## src/rtl/mem_store_unit.sv

```systemverilog
// Store unit for the multi-cycle MIPS datapath: SW/SH/SB alignment check, lane build, memory handshake.
// Optional read-modify-write path for memories without byte enables: define STORE_RMW_EN.
module mem_store_unit #(
    parameter int unsigned AW = 32
) (
    input  logic          clk,
    input  logic          rst,
    input  logic          st_req_i,
    input  logic [2:0]    st_size_i,
    input  logic [AW-1:0] st_addr_i,
    input  logic [31:0]   st_data_i,
    output logic          st_busy_o,
    output logic          st_done_o,
    output logic          st_err_o,
    output logic          mem_valid_o,
    output logic          mem_we_o,
    output logic          mem_re_o,
    output logic [AW-1:0] mem_addr_o,
    output logic [3:0]    mem_be_o,
    output logic [31:0]   mem_wdata_o,
    input  logic          mem_ready_i,
    input  logic [31:0]   mem_rdata_i
);

    typedef enum logic [2:0] {StIdle, StRead, StWrite, StDone, StErr} state_e;

    state_e        state_q;
    logic          busy_q;
    logic          done_q;
    logic          err_q;
    logic          valid_q;
    logic          we_q;
    logic [AW-1:0] addr_q;
    logic [3:0]    be_q;
    logic [31:0]   wdata_q;

    logic          req_err;
    logic [3:0]    req_be;
    logic [31:0]   req_wdata;

    always_comb begin
        req_err   = 1'b0;
        req_be    = 4'b0000;
        req_wdata = 32'h0;
        case (st_size_i)
            3'b000: begin
                req_be    = 4'b1111;
                req_wdata = st_data_i;
                req_err   = (st_addr_i[1:0] != 2'b00);
            end
            3'b001: begin
                req_be    = st_addr_i[1] ? 4'b1100 : 4'b0011;
                req_wdata = {2{st_data_i[15:0]}};
                req_err   = st_addr_i[0];
            end
            3'b010: begin
                req_be    = 4'b0001 << st_addr_i[1:0];
                req_wdata = {4{st_data_i[7:0]}};
            end
            default: req_err = 1'b1;
        endcase
    end

`ifdef STORE_RMW_EN
    logic        re_q;
    logic [3:0]  lane_be_q;
    logic [31:0] lane_mask;
    logic        req_partial;

    assign req_partial = (st_size_i != 3'b000);
    assign lane_mask   = {{8{lane_be_q[3]}}, {8{lane_be_q[2]}}, {8{lane_be_q[1]}}, {8{lane_be_q[0]}}};
    assign mem_re_o    = re_q;
`else
    logic unused_rdata;

    assign unused_rdata = ^mem_rdata_i;
    assign mem_re_o     = 1'b0;
`endif

    always_ff @(posedge clk or posedge rst) begin
        if (rst) begin
            state_q   <= StIdle;
            busy_q    <= 1'b0;
            done_q    <= 1'b0;
            err_q     <= 1'b0;
            valid_q   <= 1'b0;
            we_q      <= 1'b0;
            addr_q    <= '0;
            be_q      <= 4'b0000;
            wdata_q   <= 32'h0;
`ifdef STORE_RMW_EN
            re_q      <= 1'b0;
            lane_be_q <= 4'b0000;
`endif
        end else begin
            done_q <= 1'b0;
            err_q  <= 1'b0;
            case (state_q)
                StIdle: begin
                    if (st_req_i) begin
                        busy_q <= 1'b1;
                        if (req_err) begin
                            state_q <= StErr;
                            err_q   <= 1'b1;
                        end else begin
                            valid_q <= 1'b1;
                            addr_q  <= {st_addr_i[AW-1:2], 2'b00};
                            wdata_q <= req_wdata;
`ifdef STORE_RMW_EN
                            lane_be_q <= req_be;
                            be_q      <= 4'b1111;
                            if (req_partial) begin
                                state_q <= StRead;
                                re_q    <= 1'b1;
                            end else begin
                                state_q <= StWrite;
                                we_q    <= 1'b1;
                            end
`else
                            be_q    <= req_be;
                            we_q    <= 1'b1;
                            state_q <= StWrite;
`endif
                        end
                    end
                end
`ifdef STORE_RMW_EN
                StRead: begin
                    if (mem_ready_i) begin
                        re_q    <= 1'b0;
                        we_q    <= 1'b1;
                        // Untouched lanes keep the word just read back.
                        wdata_q <= (mem_rdata_i & ~lane_mask) | (wdata_q & lane_mask);
                        state_q <= StWrite;
                    end
                end
`endif
                StWrite: begin
                    if (mem_ready_i) begin
                        state_q <= StDone;
                        done_q  <= 1'b1;
                        valid_q <= 1'b0;
                        we_q    <= 1'b0;
                        addr_q  <= '0;
                        be_q    <= 4'b0000;
                        wdata_q <= 32'h0;
                    end
                end
                StDone, StErr: begin
                    state_q <= StIdle;
                    busy_q  <= 1'b0;
                end
                default: begin
                    state_q <= StIdle;
                    busy_q  <= 1'b0;
                end
            endcase
        end
    end

    assign st_busy_o   = busy_q;
    assign st_done_o   = done_q;
    assign st_err_o    = err_q;
    assign mem_valid_o = valid_q;
    assign mem_we_o    = we_q;
    assign mem_addr_o  = addr_q;
    assign mem_be_o    = be_q;
    assign mem_wdata_o = wdata_q;

endmodule

```

## config.mk

```make
export PLATFORM = sky130hd
export DESIGN_NAME = mem_store_unit
export DESIGN_NICKNAME = d
export VERILOG_FILES = /design/src/rtl/mem_store_unit.sv
export SDC_FILE = /design/constraint.sdc
export NUM_CORES = 1
export LEC_CHECK = 0
export BUFFER_PORTS_ARGS = -buffer_cell sky130_fd_sc_hd__clkbuf_2
export CAP_MARGIN = 20
export CORE_ASPECT_RATIO = 1.1
export CORE_UTILIZATION = 25
export DETAILED_ROUTE_END_ITERATION = 12
export PLACE_DENSITY = 0.6
export SLEW_MARGIN = 5
export SYNTH_ARGS = -nofsm -noshare
export SYNTH_HDL_FRONTEND = slang
export SYNTH_SLANG_ARGS = --single-unit
```

## constraint.sdc

```tcl
create_clock -name clk -period 3.3 [get_ports clk]
set_input_delay 0.495 -clock clk [delete_from_list [all_inputs] [get_ports clk]]
set_output_delay 0.495 -clock clk [all_outputs]
set_load 0.02 [all_outputs]
```

[After elaboration in Yosys (flattened, before gate mapping)]
Cells that the tools add are included.
Widths: inputs -> output; s select.
Word-level totals
  bits in registers: 75
  latch bits: 0
  memory bits (writable): 0
  ROM bits: 0
  input port bits: 103
  output and inout port bits: 74
  word-level logic and storage cells: 53
  memories: 0
Cells by class
  add/subtract/negate cells: 0
  multipliers: 0
  div/mod/pow operators: 0
  magnitude comparators: 0
  equal/unequal tests: 6
  shift-type cells: 1
  muxes and demuxes: 30
  bitwise gates (word level): 1
  reduce and logical (&&, ||, !) cells: 7
Operator list (count)
  $mux 32: 5
  $pmux 32 s2: 2
  $pmux 32 s3: 1
  $mux 4: 4
  $pmux 4 s3: 1
  $mux 1: 9
  $mux 3: 3
  $pmux 4 s2: 1
  $eq 3x2->1 const B: 2
  $logic_not 3->1: 2
  $ne 2x2->1 const B: 3
  $pmux 3 s2: 1
  $pmux 1 s2: 2
  $reduce_and 2->1: 2
  $reduce_and 4->1: 1
  $reduce_bool 2->1: 2
  $shl 1x2->4 const A: 1
  $eq 3x1->1 const B: 1
  $pmux 1 s3: 1
  $not 1->1: 1

[Depth between registers and ports, before layout]
Gate-level depths: netlist of the first run.
  word-level depth: 5
  gate-level depth with buffers: 6
  mapped depth without buffers: 4

[Worst setup path before layout of the first run]
OpenSTA, ideal clock, no wires.
  kind: input to register
  start: in st_req_i
  end: reg be_q[0], in the netlist mem_be_o[0]
  arrival: 1799 ps
  data required time: 3175 ps
  path slack: 1376 ps
  cell stages on the path: 6
  path through: or4b_4 -> nand2b_4 -> o21ai_2 -> buf_6 -> buf_12 -> mux2_4
On the way
  cells in the longest elaborated chain, start to end: 2
RTL lines
  from (decl): RTL line 8  | input logic st_req_i,
  $ne 2x2->1 (no source line)
  $reduce_and 4->1 (no source line)
  to (signal assigned): RTL line 120  | be_q <= req_be;
  to (decl): RTL line 34  | logic [3:0] be_q;
No other way between the ends.
A chain may end at the register's enable or synchronous reset.

[Worst setup path in the final report of the first run]
  start: reg state_q[0]
  end: reg addr_q[5], in the netlist mem_addr_o[5]
On the way
  cells in the longest elaborated chain, start to end: 3
  elaborated cells on any way between the ends: 8
  classes of those cells: eq/ne: 4; mux: 1; reduce/logical: 3
RTL lines
  from (decl): RTL line 27  | state_e state_q;
  from (signal assigned): RTL line 82  | state_q <= StIdle;
  from (signal assigned): RTL line 103  | state_q <= StErr;
  from (signal assigned): RTL line 122  | state_q <= StWrite;
  $eq 3x2->1 or $logic_not 3->1 (tied branches): RTL line 98  | case (state_q)
  $ne 2x2->1 (no source line) or $reduce_bool 2->1 (tied branches)
  $reduce_and 4->1 (no source line)
  to (signal assigned): RTL line 107  | addr_q <= {st_addr_i[AW-1:2], 2'b00};
  to (decl): RTL line 33  | logic [AW-1:0] addr_q;
Several ways; a longest one is shown, not always the timed one.

==> impl_metrics.tcl, run 1 <==
set metrics [dict create \
    grt_pass1_wl_um 14900 \
    place_area_mm2 0.00456 \
    grt_pass1_vias 2879 \
    report.final.hold_viol_count 0 \
    syn_area_mm2 0.00368 \
    timing.rr.end "mem_addr_o[5]" \
    cts_buffer_depth 2 \
    finClkSkew_ns 0.00542 \
    drt-total-wl_um 9450 \
    period_minus_slack_ns 2.22 \
    setup_viol 0 \
    power_leakage_nw 2.55 \
    syn_inst 365 \
    crit_type "register to register" \
    die_w_um 118 \
    ys_ff_latch 73 \
    peakVddDrop_mv 0.300 \
    hpwlAfterDp_um 6750 \
    wl_per_cell_um 13.5 \
    gr-usage-met2 0.202 \
    final_area_mm2 0.00487 \
    endpoint_kind "register" \
    coreArea_mm2 0.0144 \
    tns_ns 0 \
    grt_usage 0.128 \
    rows 46 \
    gp_congestion 0.808 \
    fmax_mhz 450 \
    grt_max_degree 44 \
    clk_pin_slew_worst_paths_ns 0.06 \
    yosysUniqueCellTypes 28 \
    power_density_mw_per_mm2 861 \
    cts_resized 0 \
    grt.overflow.total 0 \
    startpoint_type "register" \
    first_pass_iters 4 \
    dieArea_mm2 0.0152 \
    worst-r2r-cell-count 5 \
    critPathMaxStageDelay_ns 0.55 \
    utilization 0.338 \
    start_util 0.256 \
    place.port_buffers 141 \
    drt_first_iter_violations 68 \
    area_delta_synth_final_pct 32.1 \
    tritoncts "yes" \
    hold_slack_ns 0.179 \
    cts_setup_buffers 0 \
    clk_latency_ns 0.34 \
    r2r_slack_ns 1.08 \
    critPathTopFamily "simple AND/OR/NAND/NOR gates" \
    arrival_ns 2.48 \
    crit_required_ns 3.55 \
    antenna_found_initial 1 \
    drive_gt1_frac 0.349 \
    htreeDepth 3 \
    root_buffer "clkbuf_16" \
    yosys_warnings 0 \
    hold_class "input port to async pin" \
    synth_top_area_frac 0.496 \
    crit_buf_inv 1 \
    cts_made_buffers 9 \
    path_max_fanout 23 \
    r2r-start "state_q[0]" \
    die_height_um 129 \
    drcViolationCount 0 \
    ctsHoldBuffers 0 \
    ant_nets 0 \
    rsz0062_at_grt "no" \
    boundaryPins 177 \
    crit_path_cell_trace "or4b_4, nand2b_4, nor2_4, buf_4, mux2i_1" \
    num-fill-cells 1523 \
    synth_area_leaders "dfrtp_1 (50%), mux2i_1 (20%), inv_1 (6.2%), nand2_1 (5.8%), o21ai_0 (2.2%)" \
    busiest_layer "met2" \
    vias 2964 \
    cts_sinks 73 \
    slowest_stage "or4b_4" \
    ys_seq_area_frac 0.496 \
    period_share 0.674 \
    met3_usage 0.0330 \
    worst_pin_slew_ns 0.681 \
    syn_area_per_cell_um2 10.1 \
    viasPerCell 4.24 \
    slew_headroom 0.544 \
    maxCapViolCount 0 \
    synth_top_area_cell "dfrtp_1" \
    slew_violations 0 \
    diodes 0 \
    met1_usage 0.161 \
    status "completed" \
    final_nets 605 \
]
## sequential cells by signal, summed over array words and instances, names as in the netlist
signal and flops:
mem_addr_o 30, mem_be_o 4, mem_wdata_o 32, mem_we_o 1, st_busy_o 1, st_done_o 1
st_err_o 1, state_q 3
## worst register-to-register path, stage by stage (launching register included)
cell      delay [ns]
dfrtp_1         0.39
or4b_4          0.55
nand2b_4        0.18
nor2_4          0.34
buf_4           0.44
mux2i_1         0.25
## final cells by class
type	instances	area, µm²	area share
Clock buffer	14	274	0.0563
Multi-Input combinational cell	210	1480	0.305
Timing Repair Buffer	147	776	0.159
Tap cell	192	240	0.0494
Clock inverter	2	35.0	0.00720
Inverter	61	230	0.0473
Sequential cell	73	1830	0.375
## synthesized netlist by cell type, drive strengths merged
library cell,number
inv,61
o21a,1
a21oi,14
mux2,10
nor2b,1
mux2i,72
nand2,57
a21o,1
nor3b,1
clkbuf,10
nor2,9
nand2b,11
dfrtp,73
or4b,1
buf,13
or2,1
nand3b,8
conb,1
o22ai,2
nor3,1
o21ai,17
## where the power goes
group | internal, mW | leakage, nW | total [mW] | switching [mW]
logic | 0.623 | 1.44 | 1.68 | 1.06
clock network | 0.647 | 0.153 | 1.02 | 0.374
registers | 1.28 | 0.960 | 1.48 | 0.209
## per-stage QoR
stage / setup WS (ns) / power (mW) / instances
floorplan: 0.952 / 2.62 / 367
global placement: 0.840 / 3.17 / 683
detailed placement: 0.734 / 3.21 / 683
CTS: 1.04 / 4.27 / 699
global route: 0.886 / 4.45 / 699
finish: 1.08 / 4.19 / 699
## placed cells by master, fill, tap and decap left out
cell,Yosys,final
mux2_2,6,6
dfrtp_1,73,73
nand2b_1,10,10
o21ai_4,0,1
clkbuf_2,0,141
nand2_1,57,57
nor2_1,8,8
or2_2,1,1
clkbuf_1,10,2
conb_1,1,3
buf_12,1,2
mux2_4,4,4
nand3b_1,8,8
or4b_4,1,1
o21a_1,1,1
nor3b_1,1,1
bufinv_16,0,1
a21o_1,1,1
o21ai_0,16,16
clkinv_2,0,2
mux2i_1,72,72
clkbuf_16,0,9
nor2_4,0,1
o22ai_1,2,2
inv_1,61,60
nor2b_1,1,1
a21oi_1,14,14
nor3_1,1,1
nand2b_4,1,1
clkbuf_8,0,3
buf_4,4,4
## cells by family after synthesis
kind of cell | count (synthesis) | share of synthesized area
muxes | 82 | 0.230
AOI/OAI and AO/OA | 35 | 0.0506
DFF | 73 | 0.496
other | 1 | 0.00102
buffers and inverters | 84 | 0.107
and+or+nand+nor | 90 | 0.115
## worst max path at each step
stage                     slack (ns)         start             end  cells after the start
final                           1.08    state_q[0]   mem_addr_o[5]                      5
after global routing            0.89  st_size_i[1]   mem_addr_o[5]                      6
after CTS                       1.04    state_q[0]   mem_addr_o[6]                      5
after detailed placement        0.73  st_size_i[1]   mem_addr_o[9]                      6
after global placement          0.84  st_size_i[1]  mem_addr_o[15]                      6
after floorplan                 0.95           rst  mem_addr_o[10]                      1
## layer usage
metal,up-vias,share of wire
li1,1433,-
met1,1392,0.45
met2,124,0.46
met3,15,0.066
met4,0,0.021
met5,-,0
Note: power is estimated with default switching activity, not from simulation.
==> run 2, diff against run 1 <==
--- a/config.mk
+++ b/config.mk
@@ -5,12 +5,13 @@
 export SDC_FILE = /design/constraint.sdc
 export NUM_CORES = 1
 export LEC_CHECK = 0
+export ABC_AREA = 1
 export BUFFER_PORTS_ARGS = -buffer_cell sky130_fd_sc_hd__clkbuf_2
 export CAP_MARGIN = 20
 export CORE_ASPECT_RATIO = 1.1
 export CORE_UTILIZATION = 25
 export DETAILED_ROUTE_END_ITERATION = 12
-export PLACE_DENSITY = 0.6
+export PLACE_DENSITY = 0.61
 export SLEW_MARGIN = 5
 export SYNTH_ARGS = -nofsm -noshare
 export SYNTH_HDL_FRONTEND = slang
==> constraint.sdc (replaced) <==
create_clock -name clk -period 1.9 [get_ports clk]
set_input_delay 0.285 -clock clk [delete_from_list [all_inputs] [get_ports clk]]
set_output_delay 0.285 -clock clk [all_outputs]
set_load 0.02 [all_outputs]
==> run 2 against run 1 <==
Clock-buffer cell count is 2 lower. Setup slack lost 0.60 ns. Clock power increased by 99%. Area after synthesis up 4.5%. Die area grew 4.4%. Largest cell class unchanged.
==> impl_metrics.tcl, run 2 <==
set metrics [dict create \
    ys_ff_latch 73 \
    syn_inst 520 \
    tns_ns 0 \
    die_w_um 120 \
    grt_usage 0.147 \
    report.final.hold_viol_count 0 \
    hold_class "input port to async pin" \
    rsz0062_at_grt "no" \
    endpoint_kind "register" \
    drcViolationCount 0 \
    p_seq_frac 0.317 \
    viasPerCell 4.40 \
    rows 47 \
    instances_no_fill 851 \
    mostFrequentLayoutCells "nand2_1 (221), clkbuf_2 (141), nand3_1 (86)" \
    dieArea_mm2 0.0159 \
    first_pass_iters 4 \
    p_clk_frac 0.248 \
    die_height_um 132 \
    pre_cts_slack_ns 0.339 \
    maxCapViolCount 0 \
    setup_viol 0 \
    period_minus_slack_ns 1.42 \
    drive_gt1_frac 0.279 \
    num-fill-cells 1649 \
    grt.overflow.total 0 \
    synthArstFlopShare 1.00 \
    grt_pass1_vias 3523 \
    place.port_buffers 141 \
    drt_first_iter_violations 179 \
    vias 3745 \
    gp_congestion 0.811 \
    power_density_mw_per_mm2 1600 \
    cts_setup_buffers 0 \
    cts_resized 0 \
    htreeDepth 3 \
    largest_reg_flops 32 \
    crit_required_ns 2.18 \
    tritoncts "yes" \
    p_sw_mw 3.44 \
    syn_area_mm2 0.00385 \
    power_leakage_nw 3.09 \
    layout_setup_ws_ns 0.475 \
    ys.flop_type "dfrtp_1" \
    layout_commonest_cell "nand2_1" \
    syn_area_per_cell_um2 7.41 \
    clk_pin_slew_worst_paths_ns 0.06 \
    final_nets 753 \
    ys_seq_area_frac 0.474 \
    yosysMostFrequentCell "nand2_1" \
    p_int_mw 4.76 \
    cts_buffer_depth 2 \
    synth_top_area_cell "dfrtp_1" \
    root_buffer "clkbuf_16" \
    path_max_fanout 28 \
    wl_per_cell_um 13.2 \
    ant_nets 0 \
    coreArea_mm2 0.0151 \
    drt-total-wl_um 11200 \
    ctsHoldBuffers 0 \
    crit_type "register to register" \
    clk_latency_ns 0.34 \
    yosysUniqueCellTypes 20 \
    place_inst 835 \
    start_util 0.256 \
    cts_made_buffers 9 \
    period_share 0.750 \
    sw_frac_of_total 0.419 \
    cts_sinks 73 \
    seqCellArea_mm2 0.00183 \
    arrival_ns 1.70 \
    yosys_warnings 0 \
    startpoint_type "register" \
    grt_pass1_wl_um 18100 \
    fmax_mhz 702 \
    boundaryPins 177 \
    grt_max_degree 74 \
    synth_edf_count 0 \
    slew_violations 0 \
    finClkSkew_ns 0.00521 \
    antenna_found_initial 0 \
    synth_top_area_frac 0.474 \
    synth_area_leaders "dfrtp_1 (47%), nand2_1 (22%), nand3_1 (11%), nand3b_1 (5.8%), inv_1 (3.8%)" \
    peakVddDrop_mv 0.659 \
    status "completed" \
    hpwlAfterDp_um 7920 \
    synth_common_cells "nand2_1 (222), nand3_1 (86), dfrtp_1 (73)" \
    area_delta_synth_final_pct 32.9 \
    diodes 0 \
    multiInputGateArea_mm2 0.00167 \
    p_comb_frac 0.435 \
]
## run 2: cell types whose count changed after synthesis, moves of 12 or more
cell / previous run / this run
nand2_1: 57 / 222
buf_2: 2 / 14
nand3b_1: 8 / 30
nand3_1: 0 / 86
mux2i_1: 72 / 0
o21ai_0: 16 / 0
inv_1: 61 / 39
## run 2: worst paths after layout
kind,endpoint,slack (ns),cells past startpoint,from
max in group asynchronous,mem_wdata_o[23],1.53,3,rst
hold reg to reg,mem_wdata_o[3],0.47,2,mem_wdata_o[3]
setup reg to reg,mem_wdata_o[20],0.48,8,state_q[0]
min in group clk,state_q[1],0.16,2,mem_ready_i
setup / recovery,mem_wdata_o[20],0.48,8,state_q[0]
hold / removal,mem_addr_o[27],0.02,3,rst
## run 2: cell type report
type / count / area share
Inverter: 42 / 0.0315
Clock buffer: 12 / 0.0521
Timing Repair Buffer: 154 / 0.167
Multi-Input combinational cell: 370 / 0.326
Tap cell: 196 / 0.0479
Clock inverter: 4 / 0.0191
Sequential cell: 73 / 0.357
## run 2: power groups by stage
stage          clock (mW)  sequential [mW]  combinational [mW]
3_3_place_gp            0             2.61                3.61
3_5_place_dp            0             2.61                3.64
6_report             2.03             2.60                3.56
5_1_grt              2.17             2.68                3.94
2_1_floorplan           0             3.42                1.58
4_1_cts              2.11             2.60                3.64
## run 2: kinds of logic (layout without fill, tap and decap cells)
kind of cell           after synthesis  after routing  share of synthesized area
and+or+nand+nor                    358            358                      0.414
buffers and inverters               79            212                     0.0952
DFF                                 73             73                      0.474
AOI/OAI and AO/OA                    9              9                     0.0156
other                                1              3                   0.000974
## run 2: critical path: stages, from the launching register on
cell and delay (ns):
dfrtp_1 0.39, nor2_4 0.14, nand3_1 0.13, nand2_2 0.13
inv_2 0.07, a21oi_4 0.13, buf_12 0.19, nand2_1 0.10
nand2_1 0.06
## run 2: routing by layer
layer  wire, µm  track usage  vias up
met5          0            0        -
met4        110       0.0391        0
met3        923       0.0571        7
met2       5110        0.231      135
met1       5090        0.189     1722
li1           -            -     1881
## run 2: stage by stage
step / power (mW) / hold WS [ns] / util / cell area, µm²
final: 8.19 / 0.0227 / 0.340 / 5120
after global routing: 8.80 / 0.0798 / 0.340 / 5120
after CTS: 8.36 / 0.0568 / 0.340 / 5120
after detailed placement: 6.25 / 0.422 / 0.316 / 4750
after global placement: 6.22 / 0.426 / 0.316 / 4750
after floorplan: 5.00 / 0.380 / - / 3860
==> run 3, diff against run 2 <==
==> constraint.sdc (replaced) <==
create_clock -name clk -period 1.2 [get_ports clk]
set_input_delay 0.18 -clock clk [delete_from_list [all_inputs] [get_ports clk]]
set_output_delay 0.18 -clock clk [all_outputs]
set_load 0.02 [all_outputs]
==> run 3 against run 2 <==
The run now ends with negative setup slack left. Power is 78% higher. Maximum frequency is 0.55% lower. Via count increased by 5.4%. Largest power group unchanged. Routed wire length up 17%. Largest cell class is now multi-input gates. First-iteration DRC count decreased by 12%. Utilization is 4.5 points higher. Critical endpoint is now mem_wdata_o[11]. Sequential power increased by 63%. Global-route usage rose by 0.81 points. Combinational power is 120% higher.
==> impl_metrics.tcl, run 3 (synthesized netlist as in run 2, its figures left out) <==
set metrics [dict create \
    p_total_mw 14.6 \
    sw_frac_of_total 0.428 \
    timing.rr.end "mem_wdata_o[11]" \
    largest_reg_flops 32 \
    power_leakage_nw 3.38 \
    layout_commonest_cell "nand2_1" \
    min_to "state_q[1]" \
    violations "negative setup slack" \
    busiest_layer "met2" \
    power_density_mw_per_mm2 2520 \
    antenna_found_initial 0 \
    p_clk_frac 0.179 \
    crit_type "register to register" \
    mostFrequentLayoutCells "nand2_1 (190), clkbuf_2 (141), nand3_1 (83)" \
    rsz0062_at_grt "yes" \
    gr-usage-met2 0.260 \
    grt.overflow.total 0 \
    met3_usage 0.0441 \
    hold_class "input port to register" \
    clk_latency_ns 0.33 \
    finClkSkew_ns 0.00517 \
    met1_usage 0.197 \
    p_comb_frac 0.530 \
    die_height_um 132 \
    area_delta_synth_final_pct 50.4 \
    vias 3946 \
    final_nets 791 \
    endpoint_kind "register" \
    worst-r2r-cell-count 8 \
    hpwlAfterDp_um 8480 \
    r2r-start "state_q[0]" \
    p_int_mw 8.35 \
    p_seq_frac 0.290 \
    grt_max_degree 48 \
    dieArea_mm2 0.0159 \
    drcViolationCount 0 \
    drt-total-wl_um 13200 \
    die_w_um 120 \
    drt_first_iter_violations 157 \
    tns_ns -14.18 \
    crit_required_ns 1.42 \
    arrival_ns 1.65 \
    num-fill-cells 1616 \
    p_sw_mw 6.25 \
    cts_sinks 73 \
    cts_made_buffers 9 \
    viasPerCell 4.45 \
    rows 47 \
    tritoncts "yes" \
    clk_pin_slew_worst_paths_ns 0.06 \
    coreArea_mm2 0.0151 \
    drive_gt1_frac 0.368 \
    grt_usage 0.155 \
    grt_pass1_vias 3694 \
    path_max_fanout 11 \
    fmax_mhz 698 \
    grt_pass1_wl_um 19200 \
    hold_depth 2 \
    instances_no_fill 887 \
    hold_slack_ns 0.0810 \
    gp_congestion 0.823 \
    startpoint_type "register" \
    report.final.hold_viol_count 0 \
    layout_setup_ws_ns -0.233 \
    status "finished, violations left" \
    pre_cts_slack_ns -0.200 \
    htreeDepth 3 \
    period_minus_slack_ns 1.43 \
    wl_per_cell_um 14.9 \
    slew_violations 0 \
    multiInputGateArea_mm2 0.00184 \
    place_inst 854 \
    start_util 0.256 \
    root_buffer "clkbuf_16" \
    first_pass_iters 5 \
    r2r_slack_ns -0.23 \
    peakVddDrop_mv 1.00 \
    place.port_buffers 141 \
    maxCapViolCount 0 \
    cts_buffer_depth 2 \
    diodes 0 \
    period_share 1.19 \
    seqCellArea_mm2 0.00183 \
    boundaryPins 177 \
    hp-start "mem_ready_i" \
    setup_viol 68 \
    ant_nets 0 \
]
## run 3: cell types whose count changed in the layout (fill, tap and decap cells not counted), sizes merged
cell and delta:
buf +30, nand2 +1, bufinv -2, clkbuf +5
dlygate4sd3 +1, clkinv +1
## run 3: stage by stage
| stage | area, µm² | utilization |
|---|---|---|
| floorplan | 3870 | - |
| finish | 5790 | 0.385 |
| CTS | 5470 | 0.363 |
| global placement | 4980 | 0.331 |
| detailed placement | 4980 | 0.331 |
| global route | 5790 | 0.385 |
## run 3: area by class of cell
cell class	instances	area share
tap	196	0.0423
sequential	73	0.316
timing repair buffer	191	0.248
clock inverter	3	0.00734
multi-input combinational	371	0.317
inverter	42	0.0279
clock buffer	11	0.0419
## run 3: worst max-delay path by stage
| stage | from | end | slack, ns | cells after the start |
|---|---|---|---|---|
| global placement | state_q[0] | mem_wdata_o[15] | -0.17 | 8 |
| global route | state_q[0] | mem_addr_o[19] | -0.31 | 8 |
| detailed placement | state_q[0] | mem_wdata_o[28] | -0.20 | 8 |
| CTS | state_q[0] | mem_wdata_o[28] | -0.15 | 8 |
| finish | state_q[0] | mem_wdata_o[11] | -0.23 | 8 |
| floorplan | state_q[0] | mem_be_o[0] | -0.13 | 8 |
## run 3: timing repair
item	in CTS	in global routing
gates cloned	3	9
endpoints found under the setup margin	69	70
setup buffers	6	1
hold buffers	1	0
hold endpoints to repair	73	0
pin swaps	28	7
resized for setup	21	38
## run 3: routing by layer
layer / routed length (µm) / vias to the layer above / share of wire
met5: 0 / - / 0
li1: - / 1964 / -
met3: 905 / 7 / 0.069
met2: 6240 / 154 / 0.47
met4: 80 / 0 / 0.0061
met1: 5950 / 1821 / 0.45
## run 3: power by group through the flow
stage	Sequential [mW]	Combinational [mW]	Clock, mW
after CTS	4.15	6.78	2.71
final	4.24	7.74	2.62
after global routing	4.38	8.35	2.81
after floorplan	5.41	2.53	0
after global placement	4.16	6.03	0
after detailed placement	4.16	6.11	0
## run 3: worst max-delay path, cell delays in order, from the launching register on
cell and delay [ns]:
dfrtp_1 0.39, nor2_4 0.18, nand3_2 0.12, nand2_4 0.10, buf_12 0.13, nand2_8 0.10
clkbuf_16 0.19, nand2_1 0.06, nand2_1 0.05
